File: config.mk
export PLATFORM = sky130hd
export DESIGN_NAME = delay_tap_cal_flat
export DESIGN_NICKNAME = d
export VERILOG_FILES = /design/src/rtl/delay_tap_cal_if.sv /design/src/rtl/delay_tap_cal.sv /design/src/flat_wrapper.sv
export SDC_FILE = /design/constraint.sdc
export NUM_CORES = 1
export LEC_CHECK = 0
export ABC_CLOCK_PERIOD_IN_PS = 5400
export CORE_MARGIN = 2
export CORE_UTILIZATION = 35
export DETAILED_ROUTE_END_ITERATION = 8
export PLACE_DENSITY = 0.66
export SYNTH_ARGS = -nofsm -noshare
export SYNTH_HDL_FRONTEND = slang
export SYNTH_SLANG_ARGS = --single-unit
export TNS_END_PERCENT = 50
File: constraint.sdc
create_clock -name clk -period 5.4 [get_ports clk]
set_clock_uncertainty 0.1 [all_clocks]
set_input_delay 0.54 -clock clk [delete_from_list [all_inputs] [get_ports clk]]
set_output_delay 0.54 -clock clk [all_outputs]
set_load 0.005 [all_outputs]
File: src/rtl/delay_tap_cal_if.sv
`default_nettype none
// ============================================================================
// Module      : delay_tap_cal_if
// Description : Host/sample-path bundle between delay_tap_cal and its user.
// Revision    : 1.0 - initial release
// ============================================================================
interface delay_tap_cal_if;
  logic               start;
  logic               ref_trig;
  logic signed [12:0] din;
  logic signed [12:0] threshold;
  logic        [4:0]  tap;
  logic               sr_bypass;
  logic               busy;
  logic               done;
  logic               err;
  logic               sat;
  logic        [5:0]  meas_avg;

  modport master (
    output start, ref_trig, din, threshold,
    input  tap, sr_bypass, busy, done, err, sat, meas_avg
  );

  modport slave (
    input  start, ref_trig, din, threshold,
    output tap, sr_bypass, busy, done, err, sat, meas_avg
  );
endinterface
`default_nettype wire

File: src/rtl/delay_tap_cal.sv
`default_nettype none
// ============================================================================
// Module      : delay_tap_cal
// Description : Averages trigger-to-crossing latency and derives delay-line
//               tap / bypass settings that align the stream to TARGET_LAT.
// Revision    : 1.0 - initial release
// ============================================================================
module delay_tap_cal #(
  parameter int TARGET_LAT = 24,
  parameter int TIMEOUT    = 63,
  parameter int LOG2_MEAS  = 2
) (
  input  logic            clk,
  input  logic            rst,
  delay_tap_cal_if.slave  bus
);

  localparam int ACC_W = 6 + LOG2_MEAS;
  localparam int IDX_W = LOG2_MEAS + 1;

  localparam logic [5:0]       c_wait_last = 6'(TIMEOUT - 1);
  localparam logic [5:0]       c_lat_last  = 6'(TIMEOUT);
  localparam logic [IDX_W-1:0] c_meas_n    = IDX_W'(1 << LOG2_MEAS);

  typedef enum logic [2:0] {
    S_IDLE  = 3'd0,
    S_ARM   = 3'd1,
    S_COUNT = 3'd2,
    S_ACCUM = 3'd3,
    S_CALC  = 3'd4,
    S_DONE  = 3'd5,
    S_ERR   = 3'd6
  } state_t;

  state_t             state_q;
  logic signed [12:0] thr_q;
  logic [ACC_W-1:0]   acc_q;
  logic [IDX_W-1:0]   idx_q;
  logic [5:0]         wait_q;
  logic [5:0]         lat_q;
  logic [5:0]         cap_q;
  logic [4:0]         tap_q;
  logic               byp_q;
  logic               busy_q;
  logic               done_q;
  logic               err_q;
  logic               sat_q;
  logic [5:0]         avg_q;

  logic               cross_d;
  logic [IDX_W-1:0]   idx_d;
  logic [5:0]         avg_d;
  logic signed [7:0]  diff_d;
  logic [4:0]         tap_d;
  logic               byp_d;
  logic               sat_d;

  always_comb begin
    cross_d = (bus.din >= thr_q);
    idx_d   = idx_q + IDX_W'(1);
    avg_d   = 6'(acc_q >> LOG2_MEAS);
    diff_d  = 8'(TARGET_LAT) - {2'b00, avg_d};
    tap_d   = 5'd0;
    byp_d   = 1'b1;
    sat_d   = 1'b0;
    // Zero residual delay is exact alignment, not a clamp.
    if (diff_d <= 8'sd0) begin
      byp_d = 1'b1;
      tap_d = 5'd0;
      sat_d = (diff_d != 8'sd0);
    end else if (diff_d > 8'sd31) begin
      byp_d = 1'b0;
      tap_d = 5'd31;
      sat_d = 1'b1;
    end else begin
      byp_d = 1'b0;
      tap_d = diff_d[4:0];
      sat_d = 1'b0;
    end
  end

  always_ff @(posedge clk) begin
    if (rst) begin
      state_q <= S_IDLE;
      thr_q   <= '0;
      acc_q   <= '0;
      idx_q   <= '0;
      wait_q  <= '0;
      lat_q   <= '0;
      cap_q   <= '0;
      tap_q   <= 5'd0;
      byp_q   <= 1'b1;
      busy_q  <= 1'b0;
      done_q  <= 1'b0;
      err_q   <= 1'b0;
      sat_q   <= 1'b0;
      avg_q   <= '0;
    end else begin
      done_q <= 1'b0;
      case (state_q)
        S_IDLE: begin
          if (bus.start) begin
            thr_q   <= bus.threshold;
            acc_q   <= '0;
            idx_q   <= '0;
            wait_q  <= '0;
            err_q   <= 1'b0;
            busy_q  <= 1'b1;
            state_q <= S_ARM;
          end
        end
        S_ARM: begin
          if (bus.ref_trig) begin
            if (cross_d) begin
              cap_q   <= 6'd0;
              state_q <= S_ACCUM;
            end else begin
              // lat_q holds the latency of the sample being examined.
              lat_q   <= 6'd1;
              state_q <= S_COUNT;
            end
          end else if (wait_q == c_wait_last) begin
            err_q   <= 1'b1;
            busy_q  <= 1'b0;
            state_q <= S_ERR;
          end else begin
            wait_q <= wait_q + 6'd1;
          end
        end
        S_COUNT: begin
          if (cross_d) begin
            cap_q   <= lat_q;
            state_q <= S_ACCUM;
          end else if (lat_q == c_lat_last) begin
            err_q   <= 1'b1;
            busy_q  <= 1'b0;
            state_q <= S_ERR;
          end else begin
            lat_q <= lat_q + 6'd1;
          end
        end
        S_ACCUM: begin
          acc_q  <= acc_q + ACC_W'(cap_q);
          idx_q  <= idx_d;
          wait_q <= '0;
          if (idx_d == c_meas_n) begin
            state_q <= S_CALC;
          end else begin
            state_q <= S_ARM;
          end
        end
        S_CALC: begin
          // Results land on the same edge that enters DONE.
          tap_q   <= tap_d;
          byp_q   <= byp_d;
          sat_q   <= sat_d;
          avg_q   <= avg_d;
          done_q  <= 1'b1;
          busy_q  <= 1'b0;
          state_q <= S_DONE;
        end
        S_DONE: begin
          state_q <= S_IDLE;
        end
        S_ERR: begin
          state_q <= S_IDLE;
        end
        default: begin
          state_q <= S_IDLE;
        end
      endcase
    end
  end

  assign bus.tap       = tap_q;
  assign bus.sr_bypass = byp_q;
  assign bus.busy      = busy_q;
  assign bus.done      = done_q;
  assign bus.err       = err_q;
  assign bus.sat       = sat_q;
  assign bus.meas_avg  = avg_q;

endmodule
`default_nettype wire

File: src/flat_wrapper.sv
// flat-port wrapper written by rule: the top's interface ports become plain ports
module delay_tap_cal_flat 
#(
  parameter int TARGET_LAT = 24,
  parameter int TIMEOUT    = 63,
  parameter int LOG2_MEAS  = 2
)
  (clk, rst, bus_start, bus_ref_trig, bus_din, bus_threshold, bus_tap, bus_sr_bypass, bus_busy, bus_done, bus_err, bus_sat, bus_meas_avg);
  delay_tap_cal_if bus_i ();
  input  logic clk;
  input  logic rst;
  input wire logic [$bits(bus_i.start)-1:0] bus_start;
  input wire logic [$bits(bus_i.ref_trig)-1:0] bus_ref_trig;
  input wire logic [$bits(bus_i.din)-1:0] bus_din;
  input wire logic [$bits(bus_i.threshold)-1:0] bus_threshold;
  output wire logic [$bits(bus_i.tap)-1:0] bus_tap;
  output wire logic [$bits(bus_i.sr_bypass)-1:0] bus_sr_bypass;
  output wire logic [$bits(bus_i.busy)-1:0] bus_busy;
  output wire logic [$bits(bus_i.done)-1:0] bus_done;
  output wire logic [$bits(bus_i.err)-1:0] bus_err;
  output wire logic [$bits(bus_i.sat)-1:0] bus_sat;
  output wire logic [$bits(bus_i.meas_avg)-1:0] bus_meas_avg;
  assign bus_i.start = bus_start;
  assign bus_i.ref_trig = bus_ref_trig;
  assign bus_i.din = bus_din;
  assign bus_i.threshold = bus_threshold;
  assign bus_tap = bus_i.tap;
  assign bus_sr_bypass = bus_i.sr_bypass;
  assign bus_busy = bus_i.busy;
  assign bus_done = bus_i.done;
  assign bus_err = bus_i.err;
  assign bus_sat = bus_i.sat;
  assign bus_meas_avg = bus_i.meas_avg;
  delay_tap_cal #(.TARGET_LAT(TARGET_LAT), .TIMEOUT(TIMEOUT), .LOG2_MEAS(LOG2_MEAS)) u_core (.clk(clk), .rst(rst), .bus(bus_i));
endmodule
### After elaboration in Yosys (flattened, before gate mapping)

Cells that the tools add are included.

| storage, ports and cells | value |
|---|---|
| register bits after elaboration | 61 |
| input bits | 30 |
| output and inout port bits | 16 |

| cells by class | value |
|---|---|
| $add $sub $neg | 5 |
| $lt $le $gt $ge | 3 |
| eq/ne operators | 20 |
| mux-type cells | 43 |
| reductions and logical operators | 15 |

Operators with widths:

| cell | count |
|---|---|
| $mux 6 | 10 |
| $pmux 6 s2 | 2 |
| $mux 3 | 7 |
| $pmux 6 s3 | 1 |
| $pmux 8 s2 | 1 |
| $mux 1 | 15 |
| $pmux 3 s5 | 1 |
| $ne 2x2->1 const B | 7 |
| $ge 13x13->1 | 1 |
| $add 6x1->6 const B | 2 |
| $eq 6x6->1 const B | 2 |
| $reduce_and 6->1 | 2 |
| $mux 5 | 2 |
| $add 8x6->8 | 1 |
| $gt 8x6->1 const B | 1 |
| $le 8x1->1 const B | 1 |
| $mux 8 | 1 |
| $ne 2x1->1 const B | 4 |
| $reduce_and 4->1 | 2 |
| $reduce_bool 8->1 | 1 |
| $sub 5x6->7 const A | 1 |
| $eq 3x2->1 const B | 2 |
| $eq 3x3->1 const B | 2 |
| $pmux 3 s2 | 1 |
| other kinds (13) | 16 |

### Logic depth before layout (Yosys ltp)

Gate-level depths: netlist of the first run.

| depth | value |
|---|---|
| depth in word-level cells | 4 |
| mapped depth | 9 |

### Least setup slack after synthesis of the first run

Ideal clock, no wire load.

| path | value |
|---|---|
| kind | input-to-reg |
| start point | input port bus_din[6] |
| end point | register u_core.lat_q[5] |
| setup time | 0.122 ns |
| arrival time | 2.259 ns |
| required time | 5.178 ns |
| slack | 2.919 ns |
| stages | 8 |
| cell sequence | ha_1 -> a21o_1 -> a221o_1 -> a21boi_2 -> a31oi_2 -> or2_0 -> buf_2 -> o311a_1 |

| between the ends | value |
|---|---|
| longest elaborated chain between the ends | 3 |

RTL lines:

| item | RTL line | text |
|---|---|---|
| start: declaration | flat_wrapper.sv:14 | `input wire logic [$bits(bus_i.din)-1:0] bus_din;` |
| $ge 13x13->1 (*) | delay_tap_cal.sv:59 | `cross_d = (bus.din >= thr_q);` |
| $ne 2x2->1 (no line) | -- |  |
| $reduce_and 5->1 (no line) (*) | -- |  |
| end signal: assignment | delay_tap_cal.sv:139 | `lat_q <= lat_q + 6'd1;` |
| end: declaration | delay_tap_cal.sv:40 | `logic [5:0] lat_q;` |

Every way passes the cells marked *; elsewhere a longest branch is shown, timed or not.
A chain may end at the register's enable or synchronous reset.

### Worst setup path after layout of the first run

| path | value |
|---|---|
| start point | input port bus_din[6] |
| end point | register u_core.lat_q[3] |

Same word-level chain as after synthesis.

==> reports/qor.csv, run 1 <==
metric,value,unit
clock.fmax,0.335,GHz
drt_first_pass_iters,4,
synth_warnings,0,
place.gp.congestion,0.924,
ys_types,59,
cts_tree,done,
ir_worst_vdd,0.000108,V
htreeDepth,3,
power.density,328,nW/um^2
initial_core_util,35.7,%
worstPathArrival,3.11,ns
cap_viol_max_count,0,
path_max_fanout,15,
syn_inst,398,
seqPwrFrac,41.7,%
remaining_drc_errors,0,
cts_resized,0,
drt-wirelength-per-cell,13.8,um
grt_pass1_vias,2941,
cp-end-kind,register,
ys_ff_latch,61,
synth_edf_count,0,
worst_skew_pair.late_latency,0.35,ns
slew_headroom,26.7,%
row_count,35,
syn_area,3250,um^2
routed_wl,7680,um
clock_path_buffers,2,
ys_async_sr_fraction,0,%
final_common_cell,nand2_1,
fin_crit,2.99,ns
swShare,34.9,%
p_clk_share,30.7,%
path_class,in -> reg,
clk_pin_slew,0.06,ns
grt.total_usage,16.6,%
dp_cells,540,
portBuffers,45,
final_cell_mix,"nand2_1, dfxtp_1, clkdlybuf4s50_1",
avgSynthCellArea,8.17,um^2
vias,2918,
p_comb_share,27.6,%
ys_seq_area_share,37.5,%
cts_setup_buffers,0,
dieArea,10100,um^2
syn_nets,454,
ctsRootBufferMaster,clkbuf_8,
maxSlewViolCount,0,
setup_viol,0,
nets,496,
rsz0062_at_grt,false,
boundaryPins,46,
grt_max_degree,48,
core,9110,um^2
numCtsBuffers,9,
cts_sinks,61,
tightest_slew,1.10,ns
cp.required,5.52,ns
antenna_cells,0,
drive_gt1_share,4.94,%
vias_per_cell,5.25,
grt_pass1_wl,13300,um
dr.first_iter.drc_count,273,
finalHoldViolCount,0,
p_leak,1.49,nW
stdcell_count,556,
fin_crit_sh,55.3,%
status,"complete, no violations",
hpwl,5430,um
fp.dieW,100,um
holdCritPathClass,reg -> reg,
die_y,100,um
ant_nets,0,
postCtsHoldBufs,0,
area_growth,22.3,%
p_switching,0.000456,W
critPathLaunchType,input port,
antenna_found_initial,0,
synth_ff_type,dfxtp_1,
intPower,0.000850,W
fin_tns_setup,0,ns
gr-total-overflow,0,
regToRegSetupSlack,2.50,ns
through the flow:
step | setup slack (ns) | utilization (%) | power, W | cell area, um^2 | hold WS (ns)
after global placement | 2.14 | 41.6 | 0.000908 | 3790 | 0.340
after CTS | 2.43 | 43.7 | 0.00132 | 3980 | 0.354
after floorplan | 2.92 | - | 0.000795 | 3250 | 0.336
after global routing | 2.19 | 43.7 | 0.00140 | 3980 | 0.372
final | 2.41 | 43.7 | 0.00131 | 3980 | 0.351
after detailed placement | 2.08 | 41.6 | 0.000914 | 3790 | 0.346
routing by layer:
metal / track usage [%] / vias up / wire length, um
met5: 0 / - / 0
met4: 7.59 / 0 / 163
met3: 4.18 / 14 / 415
met2: 27.8 / 81 / 3550
met1: 20.0 / 1325 / 3550
li1: - / 1498 / -
cells in the mapped netlist (all sizes together), types with 3 or more instances:
cell,count,share of area (%)
o311a,3,0.92
xnor2,5,1.3
a21oi,43,6.6
o31ai,3,0.69
ha,25,9.6
nand4,4,0.77
nor2,34,3.9
clkbuf,8,0.92
xor2,7,1.9
o41ai,4,1.3
nand3,7,1.1
dfxtp,61,38
nand2b,5,0.96
a21o,4,0.92
o21ai,15,2.3
a31oi,3,0.77
and3,3,0.58
a32o,6,1.8
nor2b,13,2.5
buf,7,1.0
nand2,63,7.3
inv,22,2.5
nor3,7,1.2
a22oi,6,1.4
o211ai,3,0.69
and2,4,0.77
layout make-up:
class                   instances  area [um^2]
repair buffers                 46          458
fillers                       894         5130
clock inverters                 6         63.8
multi-input cells             299         1880
clock buffers                  10          128
flip-flops and latches         61         1220
inverters                      23         86.3
well taps                     111          139
path summary, 6_finish.rpt:
path | from | endpoint | cells after the start
setup / recovery | bus_din[6] | u_core.lat_q[3] | 8
hold / removal | u_core.bus.tap[0] | u_core.bus.tap[0] | 2
setup reg to reg | u_core.state_q[0] | u_core.acc_q[5] | 6
hold reg to reg | u_core.bus.tap[0] | u_core.bus.tap[0] | 2
kinds of logic after synthesis:
kind of cell,count (synthesis),share of synthesized area [%]
flip-flops,61,37.5
AND/OR/NAND/NOR,150,21.3
adder cells (fa/ha/maj),26,10.2
XOR/XNOR,12,3.23
multiplexers,1,0.308
buffers and inverters,38,4.58
AO/OA/AOI/OAI,110,22.8
power by group through the flow:
stage               Clock, W  Combinational [W]  Sequential, W
detailed placement         0           0.000360       0.000554
floorplan                  0           0.000265       0.000530
global placement           0           0.000356       0.000552
finish              0.000401           0.000361       0.000544
CTS                 0.000411           0.000362       0.000544
global route        0.000435           0.000409       0.000553
critical path, stage by stage:
cell and delay (ns):
clkdlybuf4s50_1 0.41, ha_1 0.31, a21o_1 0.18, a221o_1 0.33
a21boi_2 0.17, a31oi_2 0.29, or2_0 0.48, o311a_1 0.40
flip-flops by register name (all words and copies together) (netlist names):
signal / flops
u_core.cap_q: 6
u_core.thr_q: 13
u_core.wait_q: 6
u_core.bus.tap: 5
u_core.bus.done: 1
u_core.bus.busy: 1
u_core.bus.meas_avg: 6
u_core.lat_q: 6
u_core.acc_q: 8
u_core.bus.err: 1
u_core.state_q: 3
u_core.idx_q: 3
u_core.bus.sr_bypass: 1
u_core.bus.sat: 1
(Power assumes the default switching activity.)
==> inputs of run 2 (changes only) <==
- ABC_CLOCK_PERIOD_IN_PS: 5400 -> 3000
- clock period: 5.4 -> 3 ns (I/O delays scaled with it)
==> reports/qor.csv, run 2 (synthesis gave the netlist of run 1 again) <==
metric,value,unit,change
cp-startpoint,bus_din[6],,
power.density,611,nW/um^2,+86%
fp.dieW,100,um,unchanged
row_count,35,,unchanged
fin_tns_setup,0,ns,unchanged
stdcell_count,563,,+1.3%
ir_worst_vdd,0.000256,V,+140%
final_cell_mix,"nand2_1, dfxtp_1, clkdlybuf4s50_1",,
dr.first_iter.drc_count,204,,-25%
worst_skew_pair.late_latency,0.35,ns,about the same
cp.required,3.13,ns,-2.39 ns
maxSlewViolCount,0,,unchanged
p_leak,1.54,nW,+3.7%
drive_gt1_share,6.64,%,+1.7 points
dp_cells,547,,+1.3%
grt_pass1_vias,2861,,-2.7%
place.gp.congestion,0.925,,+0.14%
setup_viol,0,,unchanged
htreeDepth,3,,unchanged
ctsRootBufferMaster,clkbuf_8,,
die_y,100,um,unchanged
antenna_cells,0,,unchanged
critPathLaunchType,input port,,
fill_cells,907,,+1.5%
cts_sinks,61,,unchanged
boundaryPins,46,,unchanged
area_growth,24.9,%,
dieArea,10100,um^2,unchanged
largest_reg_flops,13,,unchanged
grt_pass1_wl,13300,um,about the same
remaining_drc_errors,0,,unchanged
vias_per_cell,5.33,,+1.5%
slew_headroom,34.0,%,+7.2 points
path_max_fanout,9,,-6
cts_setup_buffers,0,,unchanged
numCtsBuffers,9,,unchanged
hpwl,5620,um,+3.6%
ff2ff_path_depth,8,,+2
p_clk_share,33.1,%,+2.4 points
clock_path_buffers,2,,unchanged
grt.total_usage,16.5,%,-0.056 points
p_comb_share,27.3,%,-0.3 points
intPower,0.00166,W,+96%
status,"complete, no violations",,
hold_start,u_core.bus.tap[0],,
power,0.00248,W,+90%
cts_resized,0,,unchanged
largestRegisters,"u_core.thr_q x13, u_core.acc_q x8",,
cp-end-kind,register,,
tightest_slew,0.966,ns,-0.130 ns
ant_nets,0,,unchanged
rsz0062_at_grt,false,,
whs_path_depth,2,,unchanged
initial_core_util,35.7,%,unchanged
portBuffers,45,,unchanged
place_area,3840,um^2,+1.4%
gr-total-overflow,0,,unchanged
drt_first_pass_iters,4,,unchanged
regMostFlops,u_core.thr_q,,
postCtsHoldBufs,0,,unchanged
seqPwrFrac,39.6,%,-2.1 points
vias,3000,,+2.8%
antenna_found_initial,0,,unchanged
final_common_cell,nand2_1,,
grt_max_degree,47,,-2.1%
cap_viol_max_count,0,,unchanged
core,9110,um^2,unchanged
multi_input_area,1880,um^2,unchanged
cts_tree,done,,
finalHoldViolCount,0,,unchanged
drt-wirelength-per-cell,13.7,um,-0.87%
regArea,1220,um^2,unchanged
fin_crit_sh,82.6,%,
swShare,33.0,%,-1.9 points
timing.rr.end,u_core.lat_q[3],,
p_switching,0.000819,W,+80%
worstPathArrival,2.61,ns,-0.50 ns
holdCritPathClass,reg -> reg,,
fin_crit,2.48,ns,
regToRegSetupSlack,0.53,ns,-1.97 ns
clk_pin_slew,0.07,ns,about the same
r2r_start,u_core.thr_q[6],,
fin_hold_ws,0.351,ns,+0.000358 ns
hold_end,u_core.bus.tap[0],,
routed_wl,7710,um,+0.38%
clock.fmax,0.403,GHz,
fin_area,4060,um^2,+2.1%
path_class,in -> reg,,
nets,503,,+1.4%
[run 2: worst max path at each step]
stage,end,depth (start not counted)
after floorplan,u_core.lat_q[5],9
after global placement,u_core.lat_q[5],8
after detailed placement,u_core.lat_q[3],8
after CTS,u_core.lat_q[3],8
after global routing,u_core.wait_q[1],6
final,u_core.lat_q[3],8
[run 2: power groups by stage]
stage	clock network [W]	logic (W)	registers, W
after floorplan	0	0.000476	0.000955
after global placement	0	0.000670	0.000996
after detailed placement	0	0.000682	0.000997
after CTS	0.000837	0.000685	0.000979
after global routing	0.000881	0.000772	0.000995
final	0.000822	0.000679	0.000982
[run 2: per-stage QoR]
| stage | util, % | setup WS, ns |
|---|---|---|
| 2_1_floorplan | - | 0.731 |
| 3_3_place_gp | 42.2 | 0.209 |
| 3_5_place_dp | 42.2 | 0.179 |
| 4_1_cts | 44.6 | 0.530 |
| 5_1_grt | 44.6 | 0.369 |
| 6_report | 44.6 | 0.521 |
[run 2: critical path, cell delays in order]
cell and delay, ns:
clkdlybuf4s50_1 0.40, ha_1 0.31, a21o_1 0.18, a221o_1 0.33
a21boi_2 0.17, a31oi_2 0.12, or2_0 0.39, o311a_1 0.40
[run 2: routing by layer]
metal  routed length [um]  global-route usage [%]  share of wire (%)  up-vias
met4                  138                    6.85                1.8        0
li1                     -                       -                  -     1511
met2                 3630                    27.2                 47       88
met5                    0                       0                  0        -
met1                 3600                    20.7                 47     1388
met3                  350                    4.04                4.5       13
[run 2: cell type report]
| class | count | share of cell area, % |
|---|---|---|
| clock buffers | 10 | 3.39 |
| clock inverters | 6 | 2.12 |
| inverters | 23 | 2.12 |
| multi-input cells | 299 | 46.3 |
| flip-flops and latches | 61 | 30.0 |
| well taps | 111 | 3.42 |
| repair buffers | 53 | 12.6 |
==> inputs of run 3 (changes only) <==
- ABC_CLOCK_PERIOD_IN_PS: 3000 -> 2130
- PLACE_DENSITY: 0.66 -> 0.68
- clock period: 3 -> 2.13 ns (I/O delays scaled with it)
==> reports/qor.csv, run 3 (synthesis gave the netlist of run 1 again) <==
metric,value,unit,change
dieArea,10100,um^2,unchanged
drt-wirelength-per-cell,14.2,um,+3.7%
fin_crit,2.33,ns,
holdCritPathClass,in -> reg,,
status,"complete, but fails checks",,
largestRegisters,"u_core.thr_q x13, u_core.acc_q x8",,
core,9110,um^2,unchanged
numCtsBuffers,9,,unchanged
stdcell_count,590,,+4.8%
setup_viol,16,,+16
p_leak,1.70,nW,+10%
antenna_cells,0,,unchanged
hpwl,5900,um,+5.0%
final_common_cell,nand2_1,,
ff2ff_path_depth,9,,+1
portBuffers,45,,unchanged
row_count,35,,unchanged
dp_cells,568,,+3.8%
antenna_found_initial,0,,unchanged
area_growth,36.1,%,
worst_skew_pair.late_latency,0.36,ns,about the same
r2r_start,u_core.thr_q[7],,
nets,530,,+5.4%
cp-startpoint,bus_din[7],,
place_area,4010,um^2,+4.5%
regToRegSetupSlack,-0.20,ns,-0.73 ns
grt_pass1_vias,2964,,+3.6%
rsz0062_at_grt,true,,
cp_slowest_cell,clkdlybuf4s50_1,,
path_class,in -> reg,,
fin_hold_ws,0.307,ns,-0.0445 ns
power.density,848,nW/um^2,+39%
grt.total_usage,17.0,%,+0.43 points
timing.rr.end,u_core.lat_q[0],,
tightest_slew,0.529,ns,-0.437 ns
largest_reg_flops,13,,unchanged
vias_per_cell,5.39,,+1.1%
cp.required,2.32,ns,-0.81 ns
hold_end,u_core.thr_q[8],,
dr.first_iter.drc_count,187,,-8.3%
whs_path_depth,3,,+1
htreeDepth,3,,unchanged
clock_path_buffers,2,,unchanged
clk_pin_slew,0.07,ns,about the same
grt_max_degree,47,,unchanged
drt_first_pass_iters,5,,+1
worstPathCellList,clkdlybuf4s50_1 -> ha_4 -> and2_4 -> a221o_1 -> a21boi_2 -> a31oi_4 -> buf_6 -> or4_4 -> a21oi_2,,
maxSlewViolCount,0,,unchanged
ir_worst_vdd,0.000346,V,+35%
remaining_drc_errors,0,,unchanged
final_cell_mix,"nand2_1, dfxtp_1, clkdlybuf4s50_1",,
boundaryPins,46,,unchanged
fp.dieW,100,um,unchanged
place.gp.congestion,0.914,,-1.3%
cap_viol_max_count,0,,unchanged
grt_pass1_wl,13800,um,+4.0%
worstPathArrival,2.52,ns,-0.09 ns
regMostFlops,u_core.thr_q,,
clock.fmax,0.429,GHz,
max_stage_delay,0.51,ns,+0.11 ns
fin_crit_sh,110,%,
postCtsHoldBufs,0,,unchanged
fill_cells,850,,-6.3%
cts_tree,done,,
cp-end-kind,register,,
ctsRootBufferMaster,clkbuf_8,,
vias,3179,,+6.0%
fin_area,4430,um^2,+8.9%
slew_headroom,64.6,%,+31 points
critPathLaunchType,input port,,
drive_gt1_share,17.7,%,+11 points
cts_sinks,61,,unchanged
hold_start,bus_threshold[8],,
ant_nets,0,,unchanged
gr-total-overflow,0,,unchanged
violations,negative setup slack,,
setup_slack,-0.203,ns,-0.724 ns
finalHoldViolCount,0,,unchanged
fin_tns_setup,-2.08,ns,-2.08 ns
path_max_fanout,6,,-3
routed_wl,8380,um,+8.7%
initial_core_util,35.7,%,unchanged
power,0.00376,W,+51%
die_y,100,um,unchanged
run 3: cell type report:
| cell class | count | area [um^2] | area share, % |
|---|---|---|---|
| Tap cell | 111 | 139 | 3.14 |
| Clock buffer | 9 | 124 | 2.80 |
| Sequential cell | 61 | 1230 | 27.8 |
| Inverter | 23 | 86.3 | 1.95 |
| Multi-Input combinational cell | 299 | 2030 | 45.8 |
| Clock inverter | 7 | 90.1 | 2.04 |
| Timing Repair Buffer | 80 | 729 | 16.5 |
run 3: metal layers:
layer | wire length [um] | share of wire, % | vias to the layer above | global-route usage, %
met1 | 3770 | 45 | 1491 | 21.7
met5 | 0 | 0 | - | 0
met3 | 375 | 4.5 | 15 | 3.27
met4 | 190 | 2.3 | 0 | 7.38
met2 | 4040 | 48 | 99 | 27.8
li1 | - | - | 1574 | -
run 3: through the flow:
stage / worst slack (ns) / utilization [%]
6_report: -0.203 / 48.6
2_1_floorplan: -0.0704 / -
3_5_place_dp: -0.548 / 44.1
3_3_place_gp: -0.497 / 44.1
5_1_grt: -0.266 / 48.6
4_1_cts: -0.185 / 47.5
run 3: how the worst max path moves through the flow:
stage	slack, ns	cells past startpoint	end
final	-0.20	9	u_core.lat_q[0]
after CTS	-0.18	9	u_core.lat_q[0]
after floorplan	-0.07	9	u_core.lat_q[3]
after global placement	-0.50	9	u_core.lat_q[4]
after detailed placement	-0.55	9	u_core.lat_q[0]
after global routing	-0.27	9	u_core.lat_q[0]
run 3: where the power goes:
group / switching, W / leakage (nW) / total (W) / internal [W]
Clock: 0.000486 / 0.105 / 0.00114 / 0.000652
Combinational: 0.000672 / 1.10 / 0.00125 / 0.000582
Sequential: 0.000102 / 0.497 / 0.00136 / 0.00126
Total: 0.00126 / 1.70 / 0.00376 / 0.00249
run 3: timing repair:
action                     4_1_cts  5_1_grt
cloned                           0        1
setup buffers                    3        2
pin swaps                       15        8
setup endpoints to repair       17       17
resized for setup               14       19
run 3: worst max-delay path: cells and delay by family:
family / cells / cell delay (ns)
AOI/OAI and AO/OA: 4 / 0.80
buffers and inverters: 2 / 0.68
and+or+nand+nor: 2 / 0.63
adders and majority gates: 1 / 0.21
==> RTL edit: new RTL, config.mk and constraints of run 1 <==
Make the reset (`rst`) asynchronous in one clocked block.
--- a/src/rtl/delay_tap_cal.sv
+++ b/src/rtl/delay_tap_cal.sv
@@ -79,7 +79,7 @@
     end
   end
 
-  always_ff @(posedge clk) begin
+  always_ff @(posedge clk or posedge rst) begin
     if (rst) begin
       state_q <= S_IDLE;
       thr_q   <= '0;
Check against the original RTL: differs if rst is asserted again (counterexample within 4 cycles, from zero or initial values and one cycle with rst high); with rst held inactive, the same outputs for 10 cycles.
==> RTL edit against run 1 <==
Core utilization up 0.43 points. Area after synthesis increased by 0.81%. Via count decreased by 9.7%. Worst setup slack improved by 650 ps. Critical endpoint is now u_core.cap_q[3]. Wire length is 13% lower. Cell area grew 1.5%. Critical path depth down 1. Sequential cell count unchanged.
Power is not compared: it rests on default switching activity, and its combinational part moved more than twofold at a synthesized area within 25%.
==> RTL edit: results <==
export IMPL_finalWeightedCongestion=0.8397
export IMPL_place_hpwl_um=4882
export IMPL_cts_clk_slew_worst_paths_ps=80
export IMPL_grt_pass1_wl_um=11680
export IMPL_wire_per_inst_um=13.09
export IMPL_r2r_cells=8
export IMPL_synth_cells=350
export IMPL_grt_max_degree=62
export IMPL_grt_use_total=0.1465
export IMPL_endpoint="u_core.cap_q[3]"
export IMPL_regToRegEndpoint="u_core.acc_q[6]"
export IMPL_met1Wirelength_um=3113
export IMPL_initialDrtViolationCount=97
export IMPL_critPathArrivalTime_ps=2480
export IMPL_synthTopCellsByArea="dfrtp_1 46%, ha_1 9.5%, nand2_1 6.2%, o21ai_0 3.7%, inv_1 2.7%"
export IMPL_outcome="finished clean"
export IMPL_dr_wl_met3_um=218
export IMPL_postRouteWirelength_um=6716
export IMPL_drive_gt1_frac=0.06965
export IMPL_via_per_inst=5.138
export IMPL_final_setup_worst_slack_ps=3057
export IMPL_grt_pass1_vias=2613
export IMPL_synth_cell_type_count=52
export IMPL_synthTopCellsByCount="60 x dfrtp_1, 54 x nand2_1, 25 x ha_1, 24 x inv_1, 24 x o21ai_0"
export IMPL_critPathMaxFanout=7
export IMPL_ys_seq_area_frac=0.4659
export IMPL_slew_headroom=0.5006
export IMPL_place_inst=497
## RTL edit: cell count changes in the layout (fill, tap and decap cells not counted), moves of 6 or more
cell and delta:
dfrtp_1 +60, o21ai_1 +8, nor2_1 -13, o21ai_0 +16, dfxtp_1 -61, nand2_1 -9, nor2b_1 -12, a21oi_1 -28
a32o_1 -6, nand3_1 +6
## RTL edit: logic make-up after synthesis
group | synth area share
muxes | 0.01335
AOI/OAI and AO/OA | 0.1759
buffers and inverters | 0.04121
DFF | 0.4659
adders and majority gates | 0.1015
and+or+nand+nor | 0.1702
xor gates and xnor gates | 0.03205
## RTL edit: worst min path at each step
stage | startpoint | endpoint | slack (ps) | cells after the start
final | u_core.bus.sat | u_core.bus.sat | 380 | 2
after global routing | u_core.bus.busy | u_core.bus.busy | 400 | 1
after CTS | u_core.bus.busy | u_core.bus.busy | 380 | 1
after detailed placement | u_core.bus.sat | u_core.bus.sat | 370 | 2
after global placement | u_core.bus.sat | u_core.bus.sat | 350 | 2
after floorplan | u_core.thr_q[0] | u_core.thr_q[0] | 350 | 2
## RTL edit: cell type report
class	count	area (um2)
Multi-Input combinational cell	254	1617
Timing Repair Buffer	47	465.4
Inverter	24	90.09
Sequential cell	61	1528
Clock buffer	9	123.9
Clock inverter	7	75.07
Tap cell	111	138.9
Fill cell	876	5115
## RTL edit: metal layers
layer / GRT usage / vias to the layer above
met3: 0.03190 / 10
met1: 0.1802 / 1266
met4: 0.07903 / 0
li1: - / 1312
met5: 0 / -
met2: 0.2395 / 48
## RTL edit: critical path, cell delays in order
cell and delay, ps:
clkdlybuf4s50_1 400, ha_1 330, nand4_1 160, nor3_1 340, a21oi_1 170, nand2b_1 290, a22o_1 240
